==> config.mk <==
export PLATFORM = sky130hd
export DESIGN_NAME = hist_bank_ctrl
export DESIGN_NICKNAME = d
export VERILOG_FILES = /design/src/rtl/hist_bank_ctrl_pkg.sv /design/src/rtl/hist_bank_ctrl_edge_detect.sv /design/src/rtl/hist_bank_ctrl.sv
export SDC_FILE = /design/constraint.sdc
export NUM_CORES = 1
export LEC_CHECK = 0
export ABC_AREA = 1
export CAP_MARGIN = 10
export CELL_PAD_IN_SITES_DETAIL_PLACEMENT = 1
export CELL_PAD_IN_SITES_GLOBAL_PLACEMENT = 2
export CORE_UTILIZATION = 29
export DETAILED_ROUTE_END_ITERATION = 12
export DONT_BUFFER_PORTS = 1
export HOLD_SLACK_MARGIN = 0.05
export PLACE_DENSITY_LB_ADDON = 0.1
export SLEW_MARGIN = 20
export SYNTH_ARGS = -nofsm -noshare
export SYNTH_HDL_FRONTEND = slang
export SYNTH_SLANG_ARGS = --single-unit
==> constraint.sdc <==
create_clock -name clk -period 1.8 [get_ports clk]
set_input_delay 0.18 -clock clk [delete_from_list [all_inputs] [get_ports clk]]
set_output_delay 0.18 -clock clk [all_outputs]
set_load 0.01 [all_outputs]
==> src/rtl/hist_bank_ctrl_pkg.sv <==
//------------------------------------------------------------------------------
// Module : hist_pkg
// Brief  : Shared constants and FSM encoding for the histogram bank controller.
// Rev    : 1.0 - initial release
//------------------------------------------------------------------------------
`default_nettype none

package hist_pkg;
    localparam int NBINS = 1024;
    localparam int AW    = 10;
    localparam int DW    = 16;

    typedef enum logic [1:0] {
        ST_IDLE      = 2'd0,
        ST_FILL      = 2'd1,
        ST_WAIT_SWAP = 2'd2
    } state_t;
endpackage

`default_nettype wire

==> src/rtl/hist_bank_ctrl_edge_detect.sv <==
//------------------------------------------------------------------------------
// Module : edge_detect
// Brief  : Registered rising-edge detector with a parameterised reset value.
// Rev    : 1.0 - initial release
//------------------------------------------------------------------------------
`default_nettype none

module edge_detect #(
    parameter logic RST_VAL = 1'b0
) (
    input  logic clk,
    input  logic rst_n,
    input  logic i_d,
    output logic o_rise
);
    logic r_q;

    always_ff @(posedge clk or negedge rst_n) begin
        if (!rst_n) r_q <= RST_VAL;
        else        r_q <= i_d;
    end

    assign o_rise = i_d & ~r_q;
endmodule

`default_nettype wire

==> src/rtl/hist_bank_ctrl.sv <==
//------------------------------------------------------------------------------
// Module : hist_bank_ctrl
// Brief  : Ping-pong controller for two spectrum BRAM banks; swaps on vsync.
// Rev    : 1.0 - initial release
//------------------------------------------------------------------------------
`default_nettype none

module hist_bank_ctrl
    import hist_pkg::*;
#(
    parameter int NBINS = hist_pkg::NBINS,
    parameter int AW    = hist_pkg::AW,
    parameter int DW    = hist_pkg::DW
) (
    input  logic          clk,
    input  logic          rst_n,
    input  logic          vsync,
    input  logic          hold,
    input  logic          fft_valid,
    output logic          fft_ready,
    input  logic [AW-1:0] fft_index,
    input  logic [DW-1:0] fft_mag,
    input  logic          fft_last,
    input  logic [AW-1:0] vaddr,
    output logic [DW-1:0] vdata,
    output logic [AW-1:0] a_addr,
    output logic [AW-1:0] b_addr,
    output logic          a_we,
    output logic          b_we,
    output logic [DW-1:0] wdata,
    input  logic [DW-1:0] a_dout,
    input  logic [DW-1:0] b_dout,
    output logic          front,
    output logic [7:0]    frame_cnt,
    output logic          short_frame
);
    localparam logic [AW:0] C_NBINS = (AW+1)'(NBINS);

    state_t      r_state, w_state_nxt;
    logic        r_front, w_front_nxt;
    logic [7:0]  r_frame_cnt, w_frame_cnt_nxt;
    logic        r_short, w_short_nxt;
    logic [AW:0] r_beat, w_beat_nxt;
    logic [AW:0] w_beat_inc;
    logic        r_rd_sel;
    logic        r_rd_vld;
    logic        w_vs_rise;
    logic        w_accept;

    edge_detect #(.RST_VAL(1'b0)) u_vs_edge (
        .clk    (clk),
        .rst_n  (rst_n),
        .i_d    (vsync),
        .o_rise (w_vs_rise)
    );

    assign fft_ready  = (r_state == ST_FILL);
    assign w_accept   = fft_valid & fft_ready;
    assign w_beat_inc = r_beat + 1'b1;

    always_ff @(posedge clk or negedge rst_n) begin
        if (!rst_n) begin
            r_state     <= ST_IDLE;
            r_front     <= 1'b0;
            r_frame_cnt <= 8'd0;
            r_short     <= 1'b0;
            r_beat      <= '0;
            r_rd_sel    <= 1'b0;
            r_rd_vld    <= 1'b0;
        end else begin
            r_state     <= w_state_nxt;
            r_front     <= w_front_nxt;
            r_frame_cnt <= w_frame_cnt_nxt;
            r_short     <= w_short_nxt;
            r_beat      <= w_beat_nxt;
            r_rd_sel    <= r_front;
            r_rd_vld    <= 1'b1;
        end
    end

    always_comb begin
        w_state_nxt     = r_state;
        w_front_nxt     = r_front;
        w_frame_cnt_nxt = r_frame_cnt;
        w_short_nxt     = r_short;
        w_beat_nxt      = r_beat;
        case (r_state)
            ST_IDLE: w_state_nxt = ST_FILL;
            ST_FILL: begin
                if (w_accept) begin
                    if (fft_last) begin
                        // The count includes this final beat.
                        if (w_beat_inc != C_NBINS) w_short_nxt = 1'b1;
                        w_beat_nxt  = '0;
                        w_state_nxt = ST_WAIT_SWAP;
                    end else begin
                        w_beat_nxt = w_beat_inc;
                    end
                end
            end
            ST_WAIT_SWAP: begin
                if (w_vs_rise && !hold) begin
                    w_front_nxt     = ~r_front;
                    w_frame_cnt_nxt = r_frame_cnt + 8'd1;
                    w_state_nxt     = ST_FILL;
                end
            end
            default: w_state_nxt = ST_IDLE;
        endcase
    end

    // Back bank follows the FFT stream, front bank follows the display.
    always_comb begin
        a_we   = 1'b0;
        b_we   = 1'b0;
        a_addr = vaddr;
        b_addr = vaddr;
        if (r_front) begin
            a_addr = fft_index;
            a_we   = w_accept;
        end else begin
            b_addr = fft_index;
            b_we   = w_accept;
        end
    end

    assign wdata       = fft_mag;
    assign vdata       = r_rd_vld ? (r_rd_sel ? b_dout : a_dout) : '0;
    assign front       = r_front;
    assign frame_cnt   = r_frame_cnt;
    assign short_frame = r_short;
endmodule

`default_nettype wire

; Word-level counts from Yosys, hierarchy flattened
; Cells that the tools add are included.
; W data, S select, Z words.
[totals]
wordCells = 38
output_inout_bits = 65
ff_bits = 26
[classes]
n_mux = 11
eq_ne = 6
addsub = 2
n_reduce_logical = 7
n_bitwise = 4
[op_table]
columns = op, n
row1 = $mux W16, 2
row2 = $mux W10, 2
row3 = $add A11 B1 Y11 const B, 1
row4 = $mux W11, 1
row5 = $ne A11 B11 Y1 const B, 1
row6 = $add A8 B1 Y8 const B, 1
row7 = $mux W2, 3
row8 = $pmux W2 S3, 1
row9 = $ne A2 B1 Y1 const B, 2
row10 = $reduce_and A2 Y1, 2
row11 = $reduce_and A4 Y1, 1
row12 = $reduce_and A3 Y1, 1
row13 = $and A1 B1 Y1, 2
row14 = $eq A2 B1 Y1 const B, 1
row15 = $eq A2 B2 Y1 const B, 1
row16 = $logic_not A2 Y1, 1
row17 = $mux W1, 2
row18 = $ne A2 B2 Y1 const B, 1
row19 = $not A1 Y1, 2
row20 = $logic_and A1 B1 Y1, 1
row21 = $logic_not A1 Y1, 1

; Longest topological paths before layout
[depth]
depth_word = 5
depth_mapped = 10

; Modules after synthesis
; A second synthesis with hierarchy kept.
[unflattened]
hier_cells = 279
area_unflattened_um2 = 1888.1
[by_module_without_submodules]
columns = module, cells_each, n_inst, area_per_inst_um2
row1 = hist_bank_ctrl, 276, 1, 1853.0
row2 = edge_detect, 3, 1, 35.0

; Least setup slack after synthesis
; Ideal clock, no wire load.
[synth_path]
kind = reg-to-reg
start = register r_beat[0]
end = register r_short, in the netlist short_frame
arrival_time_ns = 1.215
n_path_buf = 0
path_slack_ns = 0.469
setup_time_ns = 0.116
stages_incl_launch_ff = 11
period_less_slack_ns = 1.331
cell_sequence = dfrtp_1 > ha_1 > nand3_2 > nor2_2 > nand2_1 > nand2_1 > nand2_1 > nor2_1 > nand3_1 > nand2_1 > nand2_1
[synth_between]
elab_chain_len = 3
[synth_lines]
columns = element, line_no
row1 = start: declaration, hist_bank_ctrl.sv:43  ; logic [AW:0] r_beat, w_beat_nxt;
row2 = start signal: assignment, hist_bank_ctrl.sv:75  ; r_beat <= w_beat_nxt;
row3 = $add A11 B1 Y11, hist_bank_ctrl.sv:59  ; assign w_beat_inc = r_beat + 1'b1;
row4 = $ne A11 B11 Y1, hist_bank_ctrl.sv:93  ; if (w_beat_inc != C_NBINS) w_short_nxt = 1'b1;
row5 = $reduce_and A4 Y1 (no source line), -
row6 = end signal: assignment, hist_bank_ctrl.sv:74  ; r_short <= w_short_nxt;
row7 = end: declaration, hist_bank_ctrl.sv:42  ; logic r_short, w_short_nxt;
; No other way between the ends.
; A chain may end at the register's enable or synchronous reset.

; Worst setup path in the final report
[layout_path]
start = register r_front, in the netlist front
end = output port b_addr[9]
[layout_between]
elab_chain_len = 1
[layout_lines]
columns = element, line_no
row1 = start: declaration, hist_bank_ctrl.sv:40  ; logic r_front, w_front_nxt;
row2 = start signal: assignment, hist_bank_ctrl.sv:72  ; r_front <= w_front_nxt;
row3 = $mux W10, hist_bank_ctrl.sv:118  ; if (r_front) begin
row4 = end: declaration, hist_bank_ctrl.sv:27  ; output logic [AW-1:0] b_addr,
; No other way between the ends.

==> parameters.txt <==
Parameter                              Value

Worst setup path
  Worst path cell trace    inv_1 -> o21ai_0 -> buf_4
  Type of the worst setup path    flop to output port
  Sum of buffers and inverters on the critical path    2
  Top Family by Delay on Critical Path    buffers and inverters
  Setup crit end kind    output port
  Data arrival time at the worst-slack endpoint    1.44 ns
  Data required time at the worst endpoint    1.62 ns
  Stage delay of the slowest cell on the critical path    0.43 ns
  Startpoint type of the worst setup path    flop
  Worst path slowest cell    inv_1
  Maximum fanout along the worst path    22

Cells and area
  Footprint of the multi-input gates    926 um^2
  Filler Cells Inserted    776
  Layout cell share with drive strength beyond 1    10.6%
  Layout overhead on the synthesized area    8.43%
  Register area    651 um^2
  Inserted Diodes    0
  Nets    between 300 and 400

Routing
  Pre-Repair DR Iteration Count    4
  Total number of vias    1681
  Initial DRC Count    37
  Count of nets left with antenna violations after detail routing    0
  Aggregate routed wire length    5040 um
  Final routed DRC violation total    0
  Routed length per placed instance    14.4 um
  Via density per instance    4.82

Logic synthesis
  Number of flip-flops and latches in the synthesized netlist    26
  Cells after Synth    about 280
  Synthesis warning total    0
  Total nets after synthesis    353
  Register area share after synthesis    a little over a third
  Synth cell types    24
  Mean cell area of the mapped netlist    6.69 um^2
  Summed instance area of the synthesized netlist    1850 um^2

Floorplan
  Core ar.    around 6100 um^2
  Height of the chip    82.0 um
  # IOs    139
  X dimension of the die    82.0 um
  Cell row count    28
  Initial Util    30.6%
  Die Area    6720 um^2

STA
  Min Clock Period, post-route    roughly 1.6 ns
  Worst Tran Pin Value    0.569 ns
  Max Transition Viols Final    0
  Clock Skew    0.00417 ns
  TNS Setup    0 ns
  RSZ-0062 raised after global routing    false
  Count of endpoints failing setup in the final report    0
  Part of the cycle the worst path needs    between 90% and 100%
  Max Freq    616 MHz
  Relative slew margins    62.0%
  Worst Setup Slack, final    0.176 ns
  Final count of hold timing violations    0

Power
  Switching share of power    44.0%
  Switching power summed over all nets    ~1.0 mW
  Total power density per cell area    roughly 1200 nW/um^2
  Gate power share    46.6%
  Worst ir drop on vdd    0.000595 V
  Leakage    just under 1 nW
  Clk network pwr share    20.7%
  Internal power component    1.34 mW
  Seq pwr share    32.7%

Clocking
  Number of clock sinks    26
  Worst skew pair latency    ~0.27 ns
  Worst-case clock buffer depth    2
  H-Tree Level Count    1
  Clock-pin slew on the worst setup and hold paths    approximately 0.10 ns
  Post_cts resized    0
  CTS tree    done
  Total clock buffers created by CTS    3
  Root Driver    clkbuf_8

Run status
  Result of the run    finished, final reports clean

Global route
  First-pass GRT wire length    7220 um
  Antenna violations before repair    0
  Pin count of the biggest net entering global routing    27
  Congestion Overflow GR    0
  Total track usage    14.1%
  Vias in the first global route    ~1500

Placement
  DPL Wire Length    4040 um
  Count of port buffers added during placement    0
  Final estimated routing congestion in global placement    0.747
  Placement Setup Slack    0.315 ns

Worst hold path
  Type of the tightest min-delay check    input pin to flop

Job
  Count of max-cap constraint violations    0
==> power groups by stage <==
stage / clock network (mW) / logic [mW] / registers (mW)
finish: 0.494 / 1.11 / 0.781
detailed placement: 0 / 1.12 / 0.795
CTS: 0.510 / 1.14 / 0.784
floorplan: 0 / 0.798 / 0.796
global placement: 0 / 1.12 / 0.794
global route: 0.531 / 1.28 / 0.802
==> metrics by stage <==
stage	instances	area, um^2	total power, mW	hold slack, ns	util [%]
after floorplan	277	1850	1.59	-0.116	-
after global placement	342	1900	1.91	-0.115	31.3
after detailed placement	342	1900	1.91	-0.115	31.3
after CTS	349	2010	2.43	0.0918	33.2
after global routing	349	2010	2.61	0.0994	33.2
final	349	2010	2.39	0.0948	33.2
==> flip-flops by register name, summed over array words and instances (netlist names) <==
register / flops
frame_cnt: 8
r_rd_vld: 1
short_frame: 1
r_beat: 11
front: 1
r_state: 2
u_vs_edge.r_q: 1
r_rd_sel: 1
==> worst paths after layout <==
| check | start | to | slack, ns | cells after the start |
|---|---|---|---|---|
| setup / recovery | front | b_addr[9] | 0.18 | 3 |
| setup reg to reg | r_beat[0] | short_frame | 0.32 | 10 |
| hold / removal | fft_last | r_beat[9] | 0.09 | 3 |
| hold reg to reg | r_state[0] | r_state[0] | 0.52 | 1 |
| max in group asynchronous | rst_n | frame_cnt[5] | 1.32 | 2 |
| min in group asynchronous | rst_n | r_beat[2] | 0.33 | 2 |
==> cell usage after synthesis, drive strengths merged <==
library cell  number  area [um^2]
o21ai             44          220
clkbuf             7         26.3
nand3              9         55.1
ha                 2         25.0
nor3b              1         7.51
nand2             67          256
xor2               4         35.0
a22o               1         8.76
o22ai              5         31.3
dfrtp             26          651
nor3               1         5.00
inv               35          131
conb               1         3.75
nand3b             1         7.51
buf               16          120
nand4              3         18.8
nor2              49          204
xnor2              4         35.0
o31ai              1         12.5
==> kinds of logic (layout without fill, tap and decap cells) <==
family	after synthesis	count (layout)	synth area share (%)
simple gates	131	131	29.9
buf+inv	58	55	15.0
flops	26	26	35.1
fa+ha+maj	2	2	1.35
xor+xnor	8	8	3.78
compound gates	51	51	14.7
other cells	1	1	0.202
==> per-layer routing <==
metal	up-vias	routed length, um	global-route usage (%)
li1	845	-	-
met1	755	2120	17.2
met2	75	2470	24.8
met3	6	374	2.56
met4	0	66	4.74
met5	-	0	0
==> layout by cell type, fill, tap and decap left out, types with 2 or more instances in the layout <==
master / n
nor2_1: 45
clkbuf_8: 3
xnor2_1: 4
dfrtp_1: 26
o22ai_1: 5
dlygate4sd3_1: 2
nand3_1: 7
nand4_1: 3
inv_1: 33
nand2_2: 2
nor2_2: 2
ha_1: 2
xor2_1: 4
nor2_4: 2
nand2_1: 65
o21ai_0: 44
nand3_2: 2
buf_4: 13
inv_2: 2
==> worst register-to-register path, cell delays in order (launching register included) <==
cell and delay, ns:
dfrtp_1 0.40, ha_1 0.24, nand3_2 0.13, nor2_2 0.14, nand2_1 0.07, nand2_1 0.08, nand2_1 0.05, nor2_1 0.10
nand3_1 0.08, nand2_1 0.06, nand2_1 0.04
==> timing repair <==
item | 4_1_cts | 5_1_grt
hold endpoints to repair | 27 | 0
hold buffers | 3 | 0
buffers inserted | 0 | 0
==> layout make-up <==
cell class	count	share of cell area (%)
timing repair buffer	16	6.85
tap	75	4.67
clock inverter	1	1.49
sequential	26	32.4
multi-input combinational	193	46.0
inverter	35	6.53
clock buffer	3	2.05
Note: power is estimated with default switching activity, not from simulation.
